**src/rtl/start_sprite_renderer.sv**
```systemverilog
// rtl/start_sprite_renderer.sv - composites the magnified "start" sprite ROM over the background pixel stream
// Optional feature macro: START_BLINK_EN (frame-synchronous blink of the sprite).
module start_sprite_renderer #(
    parameter int          SPRITE_W     = 32,
    parameter int          SPRITE_H     = 16,
    parameter int          SCALE_SHIFT  = 2,
    parameter logic [11:0] KEY_COLOR    = 12'hFFF,
    parameter int          INIT_X       = 256,
    parameter int          INIT_Y       = 200,
    parameter int          BLINK_FRAMES = 30
) (
    input  logic        clk,
    input  logic        reset,
    input  logic        video_on,
    input  logic [9:0]  x,
    input  logic [9:0]  y,
    input  logic        frame_tick,
    input  logic        pos_load,
    input  logic [9:0]  pos_x,
    input  logic [9:0]  pos_y,
    input  logic [11:0] bg_rgb,
    output logic [9:0]  rom_row,
    output logic [9:0]  rom_col,
    input  logic [11:0] rom_color,
    output logic [11:0] rgb_out,
    output logic        sprite_on
);

    // Screen-space size of the magnified sprite.
    localparam logic [10:0] BOX_W      = 11'(SPRITE_W << SCALE_SHIFT);
    localparam logic [10:0] BOX_H      = 11'(SPRITE_H << SCALE_SHIFT);
    localparam logic [7:0]  BLINK_LAST = 8'(BLINK_FRAMES - 1);

    logic [9:0]  cur_x, cur_y;
    logic [9:0]  pend_x, pend_y;
    logic        pend_valid;
    logic [10:0] dx, dy;
    logic        in_box;
    logic        in_box_d, video_on_d;
    logic [11:0] bg_rgb_d;
    logic        visible;

    // Position is staged and only committed at a frame boundary so a frame is never torn.
    // A load in the same cycle as frame_tick wins and waits for the next tick.
    always_ff @(posedge clk) begin
        if (reset) begin
            cur_x      <= 10'(INIT_X);
            cur_y      <= 10'(INIT_Y);
            pend_x     <= 10'(INIT_X);
            pend_y     <= 10'(INIT_Y);
            pend_valid <= 1'b0;
        end else if (pos_load) begin
            pend_x     <= pos_x;
            pend_y     <= pos_y;
            pend_valid <= 1'b1;
        end else if (frame_tick && pend_valid) begin
            cur_x      <= pend_x;
            cur_y      <= pend_y;
            pend_valid <= 1'b0;
        end
    end

    // Stage 0: sprite-relative offsets; a negative offset sets bit 10, so the left/top
    // neighbourhood never wraps into the box and the right/bottom edge is clipped by the raster.
    always_comb begin
        dx      = {1'b0, x} - {1'b0, cur_x};
        dy      = {1'b0, y} - {1'b0, cur_y};
        in_box  = video_on && !dx[10] && (dx < BOX_W) && !dy[10] && (dy < BOX_H);
        rom_col = in_box ? (dx[9:0] >> SCALE_SHIFT) : 10'd0;
        rom_row = in_box ? (dy[9:0] >> SCALE_SHIFT) : 10'd0;
    end

    // Stage 1 delays the side-band so it lines up with the ROM's registered output,
    // and stage 2 selects sprite or background into the output registers.
    always_ff @(posedge clk) begin
        if (reset) begin
            in_box_d   <= 1'b0;
            video_on_d <= 1'b0;
            bg_rgb_d   <= 12'd0;
            rgb_out    <= 12'd0;
            sprite_on  <= 1'b0;
        end else begin
            in_box_d   <= in_box;
            video_on_d <= video_on;
            bg_rgb_d   <= bg_rgb;
            if (!video_on_d) begin
                rgb_out   <= 12'd0;
                sprite_on <= 1'b0;
            end else if (in_box_d && visible && (rom_color != KEY_COLOR)) begin
                rgb_out   <= rom_color;
                sprite_on <= 1'b1;
            end else begin
                rgb_out   <= bg_rgb_d;
                sprite_on <= 1'b0;
            end
        end
    end

`ifdef START_BLINK_EN
    logic [7:0] blink_cnt;

    // Blink phase changes only on frame_tick, so every frame is drawn wholly on or off.
    always_ff @(posedge clk) begin
        if (reset) begin
            blink_cnt <= 8'd0;
            visible   <= 1'b1;
        end else if (frame_tick) begin
            if (blink_cnt == BLINK_LAST) begin
                blink_cnt <= 8'd0;
                visible   <= ~visible;
            end else begin
                blink_cnt <= blink_cnt + 8'd1;
            end
        end
    end
`else
    logic unused_blink;

    // Without blinking the sprite is always shown.
    assign visible      = 1'b1;
    assign unused_blink = ^BLINK_LAST;
`endif

endmodule

```
**config.mk**
```make
export PLATFORM = sky130hd
export DESIGN_NAME = start_sprite_renderer
export DESIGN_NICKNAME = d
export VERILOG_FILES = /design/src/rtl/start_sprite_renderer.sv
export SDC_FILE = /design/constraint.sdc
export NUM_CORES = 1
export LEC_CHECK = 0
export BUFFER_PORTS_ARGS = -buffer_cell sky130_fd_sc_hd__buf_4
export CAP_MARGIN = 20
export CORE_MARGIN = 1.5
export CORE_UTILIZATION = 30
export CTS_BUF_LIST = sky130_fd_sc_hd__clkbuf_4 sky130_fd_sc_hd__clkbuf_8
export DETAILED_ROUTE_END_ITERATION = 10
export PLACE_DENSITY_LB_ADDON = 0.25
export RECOVER_POWER = 100
export SETUP_SLACK_MARGIN = 0.05
export SYNTH_ARGS = -nofsm -noshare
export SYNTH_HDL_FRONTEND = slang
export SYNTH_SLANG_ARGS = --single-unit
```
**constraint.sdc**
```tcl
create_clock -name clk -period 2.6 [get_ports clk]
set_input_delay 0.26 -clock clk [delete_from_list [all_inputs] [get_ports clk]]
set_output_delay 0.26 -clock clk [all_outputs]
set_load 0.05 [all_outputs]
```
==> run summary <==
status - finished with violations
failing checks - max-capacitance violations, max-slew violations, negative setup slack
Mapped Area - 3430 sq um
First DRT Iteration DRCs - 71
Crit. Startpoint - cur_y[6]
Flop pwr share - 45.3%
RSZ-0062 raised after global routing - true
worst setup margin - -0.233 ns
Slew HR - -58.3%
initial core utilization - 31.2%
Post-synth top cells - dfxtp_1 (68), nand2_1 (53), nor2_1 (41)
register area - 1370 sq um
CTS max path bufs - 2
Max Clock Skew - 0.0115 ns
total number of yosys warnings - 0
total gr overflow - 0
Total Power - 2.42 mW
Post-Synthesis Cells - 387
critical path launch point type - register
Final Cycle Share - 109%
clock latency on the worst-skew pair - 0.34 ns
Switching Share - 29.3%
WP data arrival - 2.57 ns
Psw - 0.711 mW
chip height - 110 um
Final Hold Violating Endpoints - 0
Clk pwr share - 30.1%
share of layout cells above drive strength 1 - 39.1%
Final #Nets - 600
Die Wd - 110 um
Pwr per Cell Area - 473 nW/um^2
initial antenna violation count - 0
drt via density - 4.58
Worst EP required - 2.34 ns
fmax - 353 MHz
post-synth top area share - 39.7%
GRT Total Usage - 14.5%
Cell variety after synth - 48
total CTS buffers - 9
leading area contributor after synthesis - dfxtp_1
filler instances - 1068
register area share after synthesis - 39.7%
Leakage - 2.17 nW
Final Max Slew Viols - 57
Slew @ Worst Pin - 2.37 ns
PortBufs - 90
internal power - 1.71 mW
DR vias - 3010
CTS clk-pin slew, worst paths - 0.08 ns
CTS tree - built
maximum number of pins on one net before global-route repair - 57
WHS Path Cells - 2
count leader, synth - dfxtp_1
gpl congestion - 0.805
total die area - 12100 sq um
I/O pins - 102
Hold Path Class - input port to register
Pre-antenna DRT Iters - 4
per-instance average area after synthesis - 8.85 sq um
VDD IR max - 229 uV
max-cap violation count - 1
Logic pwr share - 24.6%
asr flop ratio synth - 0%
DR WL/cell - 13.2 um
Crit Path Max Fanout - 4
Post-synth EDFFs - 0
largest cells by area after synthesis - dfxtp_1 (40%), mux2i_1 (8.2%), ha_1 (6.6%), nand2_1 (5.8%), nor2_1 (4.5%)
H-tree lvl count - 3
Final min period - 2.83 ns
#FFs+latches synth - 68
Sink Count - 68
final WL - 8690 um
num rows - 38
hold path startpoint - pos_y[6]
fin util - 46.7%
DRC Markers - 0
n_diodes - 0
Setup crit end kind - primary output
Top FF cell, synth - dfxtp_1
vias in the first global route - 2931
global-route wire length before repair - 13600 um
hpwl dp - 6550 um
number of routed nets with antenna violations - 0
Clock Tree Root - clkbuf_8
area of the multi-input gates - 2310 sq um
Reg-to-Reg Start - cur_y[6]
WS Path Type - register to primary output
final setup vio count - 9
CORE AREA - 11000 sq um
area grow syn2layout - 49.6%
FF-to-FF path depth - 11
[flip-flops by register name, summed over array words and instances, names as in the netlist]
name and flops:
video_on_d 1, sprite_on 1, pend_valid 1, cur_y 10, pend_y 10, rgb_out 12, pend_x 10, cur_x 10
in_box_d 1, bg_rgb_d 12
[final timing paths]
path                            slack (ns)         end
worst max-delay path                 -0.23  rom_col[2]
worst min-delay path                  0.12   pend_y[6]
worst max register to register        0.26    in_box_d
worst min register to register        0.45    cur_x[6]
[power by group through the flow]
stage	clock (mW)	sequential, mW	combinational [mW]
finish	0.729	1.10	0.596
CTS	0.753	1.10	0.570
detailed placement	0	1.12	0.510
global placement	0	1.12	0.501
global route	0.797	1.10	0.644
floorplan	0	1.13	0.328
[metal layers]
layer / vias up / routed length, um / global-route usage (%)
li1: 1559 / - / -
met1: 1371 / 3920 / 17.6
met2: 69 / 4210 / 24.7
met3: 11 / 431 / 3.44
met4: 0 / 128 / 5.66
met5: - / 0 / 0
[stage by stage]
step | instance area [sq um] | hold WS (ns) | setup slack (ns) | setup TNS [ns] | instances
after floorplan | 3630 | 0.382 | -0.0316 | -0.253 | 397
after global placement | 4580 | 0.437 | -0.303 | -2.52 | 630
after detailed placement | 4580 | 0.447 | -0.388 | -3.08 | 630
after CTS | 5060 | 0.103 | -0.267 | -2.04 | 656
after global routing | 5130 | 0.105 | -0.359 | -3.25 | 657
final | 5130 | 0.120 | -0.233 | -1.88 | 657
[layout by cell type, fill, tap and decap left out, types with 4 or more instances in the layout]
master / n
nand4_1: 4
mux2i_1: 28
o21ai_1: 5
inv_2: 5
ha_4: 14
nand2b_1: 5
nor2b_1: 19
dfxtp_2: 9
dfxtp_1: 59
xnor2_1: 6
a21oi_2: 4
buf_12: 4
clkbuf_1: 14
a21oi_1: 19
clkbuf_8: 9
inv_1: 16
buf_6: 13
nor4_4: 10
nand2_1: 49
a211o_1: 8
nor2_1: 39
conb_1: 11
buf_4: 100
ha_1: 4
[repair_timing]
| action | 4_1_cts | 5_1_grt |
|---|---|---|
| setup buffers | 11 | 1 |
| gates resized for setup | 42 | 24 |
| hold buffers | 0 | 0 |
| pin swaps | 13 | 8 |
| endpoints found under the setup margin | 10 | 9 |
[area by class of cell]
cell class,count,area share [%]
well taps,140,3.42
clock buffers,10,2.56
inverters,21,1.54
clock inverters,5,0.586
multi-input cells,282,45.0
flip-flops and latches,68,26.8
repair buffers,131,20.1
[worst max-delay path: stages (launching register included)]
cell and delay (ns):
dfxtp_2 0.32, inv_2 0.04, ha_4 0.27, and3_4 0.21, nand2_4 0.06, o31ai_4 0.40, o211a_1 0.25, o31ai_4 0.07
buf_12 0.15, buf_12 0.12, nor4_4 0.15, buf_6 0.20
[cells by family (layout without fill, tap and decap cells)]
logic type / Yosys count / in the layout / synth area share, %
other cells: 1 / 11 / 0.109
mux: 28 / 28 / 8.18
simple gates: 150 / 150 / 21.7
compound gates: 66 / 66 / 15.0
xor+xnor: 9 / 9 / 2.30
fa+ha+maj: 18 / 18 / 6.57
flops: 68 / 68 / 39.7
buf+inv: 47 / 167 / 6.39
Note: power is estimated with default switching activity, not from simulation.
